==> src/rtl/decode_stage_p.sv <==
// decode_stage_p
//   Decode stage of the 32-bit pipelined core. Holds the 16-entry register
//   file, reads both source operands (with PC+8 aliasing and an optional
//   same-cycle writeback bypass), sign-extends the immediate, and registers
//   the decoded fields into the ID/EX pipeline register. Detects load-use
//   hazards against the instruction currently in EX and inserts one bubble.
//
//   Handshake: in_valid qualifies pc_in/instr_in/mem_read_d. While stall_f is
//   high, fetch must present the same instruction again next cycle; the
//   instruction is consumed on a rising edge where stall_f is low.
//
// Ports
//   clk, reset                 rising-edge clock, async active-high reset
//   in_valid, pc_in, instr_in  instruction in decode (RA1=[25:22],
//                              WA3=[21:18], RA2=[17:14])
//   mem_read_d                 decode instruction is a load
//   stall_in                   downstream stall, hold ID/EX
//   flush                      taken branch, kill ID/EX
//   reg_write_w, wa3_w,
//   result_w                   writeback port into the register file
//   rd1_e, rd2_e, imm_e, pc8_e,
//   ra1_e, ra2_e, wa3_e,
//   mem_read_e, valid_e        ID/EX pipeline register outputs
//   stall_f                    combinational hold request to fetch/decode
module decode_stage_p #(
    parameter int XLEN   = 32,
    parameter int IMM_W  = 24,
    parameter int PC_REG = 15,
    parameter int BYPASS = 1
) (
    input  logic            clk,
    input  logic            reset,
    input  logic            in_valid,
    input  logic [XLEN-1:0] pc_in,
    input  logic [31:0]     instr_in,
    input  logic            mem_read_d,
    input  logic            stall_in,
    input  logic            flush,
    input  logic            reg_write_w,
    input  logic [3:0]      wa3_w,
    input  logic [XLEN-1:0] result_w,
    output logic [XLEN-1:0] rd1_e,
    output logic [XLEN-1:0] rd2_e,
    output logic [XLEN-1:0] imm_e,
    output logic [XLEN-1:0] pc8_e,
    output logic [3:0]      ra1_e,
    output logic [3:0]      ra2_e,
    output logic [3:0]      wa3_e,
    output logic            mem_read_e,
    output logic            valid_e,
    output logic            stall_f
);

    localparam logic [3:0] PC_IDX = 4'(PC_REG);
    localparam int         EXT_W  = XLEN - IMM_W;

    logic [XLEN-1:0] rf [16];

    logic [3:0]      ra1;
    logic [3:0]      ra2;
    logic [3:0]      wa3;
    logic [XLEN-1:0] pc8;
    logic [XLEN-1:0] imm;
    logic [XLEN-1:0] rd1;
    logic [XLEN-1:0] rd2;
    logic            hazard;

    assign ra1 = instr_in[25:22];
    assign wa3 = instr_in[21:18];
    assign ra2 = instr_in[17:14];
    assign pc8 = pc_in + XLEN'(8);

    generate
        if (EXT_W > 0) begin : g_sext
            assign imm = {{EXT_W{instr_in[IMM_W-1]}}, instr_in[IMM_W-1:0]};
        end else begin : g_noext
            assign imm = instr_in[IMM_W-1:0];
        end
    endgenerate

    // PC alias beats the bypass; a write to PC_REG can never match here
    // because the bypass path is only reached for ra != PC_REG.
    always_comb begin
        rd1 = rf[ra1];
        if (ra1 == PC_IDX) begin
            rd1 = pc8;
        end else if ((BYPASS != 0) && reg_write_w && (wa3_w == ra1)) begin
            rd1 = result_w;
        end
        rd2 = rf[ra2];
        if (ra2 == PC_IDX) begin
            rd2 = pc8;
        end else if ((BYPASS != 0) && reg_write_w && (wa3_w == ra2)) begin
            rd2 = result_w;
        end
    end

    // Load in EX whose destination is a source of the decode instruction.
    // Both sources count as used regardless of the opcode.
    assign hazard = in_valid & valid_e & mem_read_e & (wa3_e != PC_IDX) &
                    (((ra1 == wa3_e) & (ra1 != PC_IDX)) |
                     ((ra2 == wa3_e) & (ra2 != PC_IDX)));

    // Reset gating keeps fetch released while reset is held.
    assign stall_f = ~reset & (stall_in | (hazard & ~flush));

    always_ff @(posedge clk or posedge reset) begin
        if (reset) begin
            for (int i = 0; i < 16; i++) begin
                rf[i] <= '0;
            end
        end else if (reg_write_w && (wa3_w != PC_IDX)) begin
            rf[wa3_w] <= result_w;
        end
    end

    always_ff @(posedge clk or posedge reset) begin
        if (reset) begin
            rd1_e      <= '0;
            rd2_e      <= '0;
            imm_e      <= '0;
            pc8_e      <= '0;
            ra1_e      <= '0;
            ra2_e      <= '0;
            wa3_e      <= '0;
            mem_read_e <= 1'b0;
            valid_e    <= 1'b0;
        end else if (flush || (!stall_in && hazard)) begin
            // Flush and hazard bubble both clear the whole register.
            rd1_e      <= '0;
            rd2_e      <= '0;
            imm_e      <= '0;
            pc8_e      <= '0;
            ra1_e      <= '0;
            ra2_e      <= '0;
            wa3_e      <= '0;
            mem_read_e <= 1'b0;
            valid_e    <= 1'b0;
        end else if (!stall_in) begin
            rd1_e      <= rd1;
            rd2_e      <= rd2;
            imm_e      <= imm;
            pc8_e      <= pc8;
            ra1_e      <= ra1;
            ra2_e      <= ra2;
            wa3_e      <= wa3;
            mem_read_e <= mem_read_d & in_valid;
            valid_e    <= in_valid;
        end
    end

endmodule

==> config.mk <==
export PLATFORM = sky130hd
export DESIGN_NAME = decode_stage_p
export DESIGN_NICKNAME = d
export VERILOG_FILES = /design/src/rtl/decode_stage_p.sv
export SDC_FILE = /design/constraint.sdc
export NUM_CORES = 1
export LEC_CHECK = 0
export CAP_MARGIN = 20
export CORE_MARGIN = 4
export CORE_UTILIZATION = 54
export CTS_CLUSTER_SIZE = 16
export DETAILED_ROUTE_END_ITERATION = 10
export GPL_TIMING_DRIVEN = 1
export HOLD_SLACK_MARGIN = 0.03
export PLACE_DENSITY = 0.76
export SYNTH_ARGS = -nofsm -noshare
export SYNTH_HDL_FRONTEND = slang
export SYNTH_SLANG_ARGS = --single-unit
==> constraint.sdc <==
create_clock -name clk -period 21.9 [get_ports clk]
set_input_delay 4.38 -clock clk [delete_from_list [all_inputs] [get_ports clk]]
set_output_delay 4.38 -clock clk [all_outputs]
set_load 0.03 [all_outputs]
# --- Word-level counts from Yosys, hierarchy flattened ---
# Cells that the tools add are included.
totals:
  ff_bits: 654
  latchBits: 0
  ram_bits: 0
  romBits: 0
  in_bits: 107
  out_inout_bits: 143
  word_cells: 95
  n_memories: 0
classes:
  add_sub_neg: 1
  mul: 0
  div: 0
  n_lt_le_gt_ge: 4
  eq_ne: 11
  shift: 0
  n_mux: 31
  bitwise: 16
  n_reduce_logical: 7
op_table:
  columns: ["op", "count"]
  rows:
  - ["two-way mux 32 bit", 17]
  - ["bitwise mux 512 bit", 1]
  - ["binary-select mux 32 bit (select 4 bit)", 2]
  - ["demux 32 bit (select 4 bit)", 1]
  - ["adder 32 x 4 -> 32 bit (second input constant)", 1]
  - ["two-way mux 4 bit", 6]
  - ["equality test 4 bit", 4]
  - ["!= test 4 bit (second input constant)", 4]
  - ["greater-or-equal comparator 5 bit (second input constant)", 3]
  - ["NOT 4 -> 5 bit", 3]
  - ["bitwise AND 1 bit", 9]
  - ["equality test 4 bit (second input constant)", 2]
  - ["logical AND 1 bit", 5]
  - ["< comparator 5 x 1 -> 1 bit (second input constant)", 1]
  - ["two-way mux 1 bit", 4]
  - ["!= test 2 x 1 -> 1 bit (second input constant)", 1]
  - ["NOT 1 bit", 2]
  - ["OR 1 bit", 2]
  - ["zero test 1 bit", 1]
  - ["logical OR 1 bit", 1]

# --- Depth between registers and ports, before layout ---
# Gate-level depths: netlist of the first run.
depth:
  word_depth: 8
  ltp_mapped: 11
  mapped_depth_nobuf: 7

# --- Least setup slack after synthesis of the first run ---
# No wires, ideal clock.
synth_path:
  path_type: "input port to output port"
  start: "in instr_in[17]"
  end: "out stall_f"
  t_arrival_ps: 5504
  required_time_ps: 17520
  setup_slack_ps: 12016
  cell_stages: 6
  n_path_buf: 1
  cell_sequence: "buf_4 -> xnor2_1 -> nand4_1 -> o22ai_1 -> a21oi_1 -> nor2_1"
synth_between:
  elab_chain_len: 7
  elab_cells_between_ends: 8
  classes_between: "2 x eq/ne; 6 x bitwise"
synth_lines:
  columns: ["item", "line", "source"]
  rows:
  - ["start: declaration", "35", "input logic [31:0] instr_in,"]
  - ["equality test 4 bit or != test 4 bit (tied branches)", "102", "((ra2 == wa3_e) & (ra2 != PC_IDX)));"]
  - ["bitwise AND 1 bit (*)", "102", null]
  - ["OR 1 bit (*)", "101", "(((ra1 == wa3_e) & (ra1 != PC_IDX)) |"]
  - ["bitwise AND 1 bit (*)", "100", "assign hazard = in_valid & valid_e & mem_read_e & (wa3_e != PC_IDX) &"]
  - ["bitwise AND 1 bit (*)", "105", "assign stall_f = ~reset & (stall_in | (hazard & ~flush));"]
  - ["OR 1 bit (*)", "105", null]
  - ["bitwise AND 1 bit (*)", "105", null]
  - ["end: declaration", "51", "output logic stall_f"]
# Mark *: on every way between the ends. The rest lies on a longest branch, timed or not.

# --- Worst setup path in the final report of the first run ---
layout_path:
  start: "in instr_in[24]"
  end: "out stall_f"
layout_between:
  elab_chain_len: 7
  elab_cells_between_ends: 8
  classes_between: "2 x eq/ne; 6 x bitwise"
layout_lines:
  columns: ["item", "line"]
  rows:
  - ["equality test 4 bit or != test 4 bit (tied branches)", "101"]
  - ["bitwise AND 1 bit (*)", "101"]
  - ["OR 1 bit (*)", "101"]
  - ["bitwise AND 1 bit (*)", "100"]
  - ["bitwise AND 1 bit (*)", "105"]
  - ["OR 1 bit (*)", "105"]
  - ["bitwise AND 1 bit (*)", "105"]
# Marks and branches as above.

==> results.toml, run 1 <==
[cells_and_area]
nets = 2545
area_delta_synth_final_pct = 14.8
multi_input_area_um2 = 15700
layout-drive-gt1-share = 0.363
fin_cells = 3267
regArea_um2 = 15900
n_fill_cell = 4294

[setup_path]
crit_start = "instr_in[24]"
cp.required_ps = 17520
crit_path_end_kind = "output pin"
reg2reg_from = "imm_e[20]"
crit_path_max_fanout = 14
reg2reg_slack_ps = 19320
cp-start-kind = "primary input"
reg2reg_depth = 7
arrival_ps = 7530
critical_path_class = "in -> out"
reg2reg_to = "rd2_e[1]"

[placed_design]
place.gp.congestion = 0.867
placedCellCount = 3144
port_buffers = 243
hpwl_mm = 60.5

[sta]
period_minus_slack_ps = 11910
drv_slew = 0
period_share = 0.544
rsz0062_at_grt = "no"
final-setup-viol-count = 0
clock.fmax_mhz = 83.9
fin_setup_tns_ps = 0
max_slew_margin = 0.177
finClkSkew_ps = 19.3
tightestPinTransition_ps = 1230
finalHoldViolCount = 0

[power]
leakagePower_nw = 15.6
power.density_nw_per_um2 = 93.4
ir_drop_mv = 0.0474

[global_routing]
antenna_found_initial = 8
grt_pass1_vias = 23400
grt_max_degree = 167
overflow = 0
grt_usage = 0.305
grt_pass1_wl_mm = 149

[logic_synthesis]
synth_edf_count = 0
yosysWarnings = 0
syn_area_per_cell_um2 = 14.0
yosys.area.top_type = "dfrtp_1"
synthTopCellsByCount = "636 x dfrtp_1, 473 x mux2_2, 238 x mux4_2"
yosysMostFrequentCell = "dfrtp_1"
ys_async_sr_fraction = 1.00
yosysSeqAreaShare = 0.484
ys_ff_latch = 636
synthFlopType = "dfrtp_1"
netlist_instances = 2345
synth.distinct_cells = 47
synth_area_um2 = 32900
synth_top_area_share = 0.484
synthTopCellsByArea = "dfrtp_1 48%, mux4_2 16%, mux2_2 16%, a22oi_1 3.0%, a22o_1 1.9%"
synth_nets = 2453

[clock_tree]
tritoncts = "done"
cts_setup_buffers = 0
clock-sinks = 636
numCtsBuffers = 69
clk-insertion-delay-late_ps = 600
ctsResizeCount = 0
ctsLongestPathBuffers = 3
cts-hold-fix-buffers = 0
clockRootBuffer = "clkbuf_16"
clkTransAtPathRegs_ps = 60
htreeDepth = 3

[drt]
vias = 22800
drc = 0
via_per_inst = 6.98
drt_iter0_markers = 2427
drt-total-wl_mm = 99.6
drtPass1Iterations = 5
ant_nets = 0
avgRoutedWirePerCell_um = 30.5

[die]
row_count = 90
die-area_um2 = 64900
fp.dieW_um = 255
ios = 250
start_util = 0.545
core_area_um2 = 60200
fp.dieH_um = 255

[worst_hold_path]
hold_path_class = "reg -> reg"
min_path_cells = 0
min_from = "rf[21]"
worstHoldEndpoint = "rf[21]"

[run]
max_cap_violations = 0

[status]
status = "finished clean"
state kept, by name, indices dropped and copies added (netlist names):
signal / flops
rd2_e: 32
rd1_e: 32
rf: 512
imm_e: 24
pc8_e: 32
valid_e: 1
ra1_e: 2
mem_read_e: 1
worst max-delay path: stages:
cell and delay, ps:
clkdlybuf4s50_1 870, nand4_1 740, nand3_1 440, o22ai_1 170, a21oi_1 260, nor2_1 70, clkdlybuf4s50_1 590
worst max path at each step:
stage               endpoint  cells past startpoint  slack (ps)
finish               stall_f                      7        9990
global route         stall_f                      7        9900
CTS                  stall_f                      7       10000
detailed placement   stall_f                      7       10020
global placement     stall_f                      7       10110
floorplan           imm_e[0]                      1        8830
kinds of logic (layout without fill, tap and decap cells):
logic type      count (synthesis)  after routing  share of synthesized area
compound gates                432            432                     0.0899
xor+xnor                       43             43                     0.0115
fa+ha+maj                       1              1                   0.000381
buf+inv                       278            412                     0.0422
flops                         636            636                      0.484
mux                           765            765                      0.342
other cells                     0              6                          0
simple gates                  190            190                     0.0294
through the flow:
stage	utilization	total power [W]	instance area (µm²)	hold WS [ps]	setup WS, ps
detailed placement	0.587	0.00236	35400	383	10020
finish	0.626	0.00352	37700	393	9990
global route	0.626	0.00365	37700	412	9900
floorplan	-	0.00212	32900	440	8830
global placement	0.587	0.00231	35400	375	10110
CTS	0.624	0.00352	37600	395	10000
layout by cell type, fill, tap and decap left out, types with 3 or more instances in the layout:
cell type and count:
dfrtp_1 636, mux2_2 473, mux4_2 238, clkdlybuf4s50_1 237, a22oi_1 131, a21oi_1 98, clkbuf_16 73, a22o_1 70
o21ai_0 70, nand2_1 68, buf_4 52, mux2i_1 39, nand3_1 34, xnor2_1 29, a211o_1 28, a211oi_1 18
mux2_1 15, xor2_1 14, nor2_1 13, clkbuf_1 13, clkbuf_8 12, nand4_1 10, clkinv_2 10, nor2_4 9
nor2b_1 9, and3_1 7, diode_2 6, and2_1 6, nor3_1 4, o211ai_1 4, bufinv_16 4, nand2b_2 3
a32o_1 3, nor4_1 3, o21ai_1 3, buf_12 3
layer usage:
layer / track usage / vias to the layer above / routed length (µm)
met5: 0 / - / 13
met4: 0.148 / 2 / 5030
met3: 0.0733 / 294 / 10400
met2: 0.471 / 1401 / 45700
met1: 0.414 / 11900 / 38500
li1: - / 9165 / -
final cells by class:
cell class	instances	share of cell area
diodes	6	0.000398
flip-flops and latches	636	0.422
clock inverters	16	0.00494
repair buffers	296	0.0767
well taps	782	0.0259
multi-input cells	1431	0.416
inverters	3	0.000398
clock buffers	97	0.0538
power by group:
group	switching [W]	leakage, nW	internal [W]
logic	0.000343	6.50	0.000447
clock network	0.000468	1.09	0.000688
registers	0.000172	8.00	0.00140
total	0.000983	15.6	0.00254
Power figures use the tool's default switching activity.
==> run 2, diff against run 1 <==
CORE_UTILIZATION = 57   (was 54)
clock period = 11 ns   (was 21.9 ns; I/O delays follow)
==> run 2 against run 1 <==
- clock-buffer cell count fell by 4
- global-route usage up 2.4 points
- largest power group unchanged
- final cell count is 0.49% lower
- register-to-register slack worse by 11000 ps
- clock power rose by 110%
- combinational power increased by 100%
- worst hold slack improved by 3.0 ps
- critical path depth is the same
- sequential cell count unchanged
==> results.toml, run 2 (synthesis results as in run 1) <==
[die]
fp.dieW_um = 248
row_count = 87
ios = 250
fp.dieH_um = 248
die-area_um2 = 61600
start_util = 0.579
core_area_um2 = 56700

[cells_and_area]
area_delta_synth_final_pct = 15.1
layout-drive-gt1-share = 0.367
nets = 2543
fin_area_um2 = 37800
final_common_cell = "dfrtp_1"
largest_reg_flops = 512
final_cell_mix = "636 x dfrtp_1, 473 x mux2_2, 238 x mux4_2, 237 x clkdlybuf4s50_1, 131 x a22oi_1"
largest-register = "rf"

[worst_hold_path]
worstHoldEndpoint = "rf[0]"
min_path_cells = 0
hold_path_class = "reg -> reg"
min_from = "rf[0]"

[drt]
vias = 22700
drc = 0
drt_iter0_markers = 2458
avgRoutedWirePerCell_um = 30.8
ant_nets = 0
via_per_inst = 6.99
drt-total-wl_mm = 100
drtPass1Iterations = 6

[sta]
max_slew_margin = 0.174
finClkSkew_ps = 33.0
final-setup-viol-count = 0
clock.fmax_mhz = 134
tightestPinTransition_ps = 1230
fin_setup_tns_ps = 0
period_share = 0.679
rsz0062_at_grt = "no"
drv_slew = 0
setup_slack_ps = 3540
finalHoldViolCount = 0
whs_ps = 396
period_minus_slack_ps = 7460

[global_routing]
grt_max_degree = 197
grt_pass1_wl_mm = 151
antenna_found_initial = 9
grt_pass1_vias = 23700
overflow = 0
grt_usage = 0.329

[power]
clockPowerShare = 0.338
intPower_w = 0.00512
pwr-share-seq = 0.440
power.density_nw_per_um2 = 188
switchingPower_w = 0.00201
combPwrFrac = 0.222
switching_share = 0.282
leakagePower_nw = 15.7
ir_drop_mv = 0.154

[clock_tree]
cts_setup_buffers = 0
ctsResizeCount = 0
clockRootBuffer = "clkbuf_16"
cts-hold-fix-buffers = 0
clock-sinks = 636
htreeDepth = 3
tritoncts = "done"
clkTransAtPathRegs_ps = 50
ctsLongestPathBuffers = 3
numCtsBuffers = 68
clk-insertion-delay-late_ps = 620

[setup_path]
cp.required_ps = 8800
arrival_ps = 5260
slowest_delay_ps = 990
worst-path-buf-inv = 2
crit_start = "instr_in[24]"
cp_slowest_cell = "clkdlybuf4s50_1"
cp-start-kind = "primary input"
crit_path_end_kind = "output pin"
crit_family = "buffers and inverters"
reg2reg_slack_ps = 8340
reg2reg_to = "rd2_e[4]"
critical_path_class = "in -> out"
crit_path_cell_trace = "clkdlybuf4s50_1, nand4_1, nand3_1, o22ai_1, a21oi_1, nor2_1, clkdlybuf4s50_1"
reg2reg_depth = 7
cpMostUsedCell = "clkdlybuf4s50_1"
reg2reg_from = "imm_e[19]"
crit_path_max_fanout = 14

[placed_design]
hpwl_mm = 60.5
place_ws_ps = 3610
port_buffers = 243
place.gp.congestion = 0.876
placed_area_um2 = 35400

[status]
status = "finished clean"

[run]
max_cap_violations = 0
-- run 2: cell count changes in the layout (fill, tap and decap cells not counted), moves of 3 or more --
cell,delta
clkinv_2,+6
buf_4,-4
bufinv_16,+4
inv_6,+4
clkbuf_16,-3
-- run 2: worst max path at each step --
| stage | endpoint | slack [ps] | depth (start not counted) |
|---|---|---|---|
| 3_3_place_gp | stall_f | 3660 | 7 |
| 6_report | stall_f | 3540 | 7 |
| 4_1_cts | stall_f | 3590 | 7 |
| 2_1_floorplan | imm_e[0] | 110 | 1 |
| 3_5_place_dp | stall_f | 3610 | 7 |
| 5_1_grt | stall_f | 3420 | 7 |
-- run 2: per-layer routing --
layer / vias up / wire length [µm] / global-route usage
li1: 9185 / - / -
met1: 11800 / 37100 / 0.435
met2: 1408 / 45900 / 0.501
met3: 285 / 12000 / 0.0962
met4: 6 / 5230 / 0.169
met5: - / 40 / 0
-- run 2: power by group through the flow --
stage / registers, W / logic (W) / clock network, W
finish: 0.00313 / 0.00158 / 0.00241
global route: 0.00318 / 0.00168 / 0.00253
CTS: 0.00311 / 0.00157 / 0.00244
detailed placement: 0.00315 / 0.00155 / 0
global placement: 0.00310 / 0.00151 / 0
floorplan: 0.00312 / 0.00110 / 0
-- run 2: stage by stage --
stage                     utilization  instances  total power (W)
after global routing            0.667       3249          0.00739
after detailed placement        0.624       3116          0.00471
after global placement          0.624       3115          0.00460
after floorplan                     -       2345          0.00421
final                           0.667       3251          0.00712
after CTS                       0.665       3240          0.00712
-- run 2: area by class of cell --
type | instances | area (µm²)
clock inverters | 31 | 387
clock buffers | 93 | 1950
multi-input cells | 1431 | 15700
repair buffers | 295 | 2920
well taps | 756 | 946
fillers | 3847 | 18900
inverters | 3 | 15.0
diodes | 6 | 15.0
flip-flops and latches | 636 | 15900
-- run 2: worst register-to-register path: cells and delay by family (launching register included) --
family                    cells  cell delay [ps]
DFF                           1              470
xor gates and xnor gates      1              250
AOI/OAI and AO/OA             2              700
buffers and inverters         1              440
and+or+nand+nor               3              660
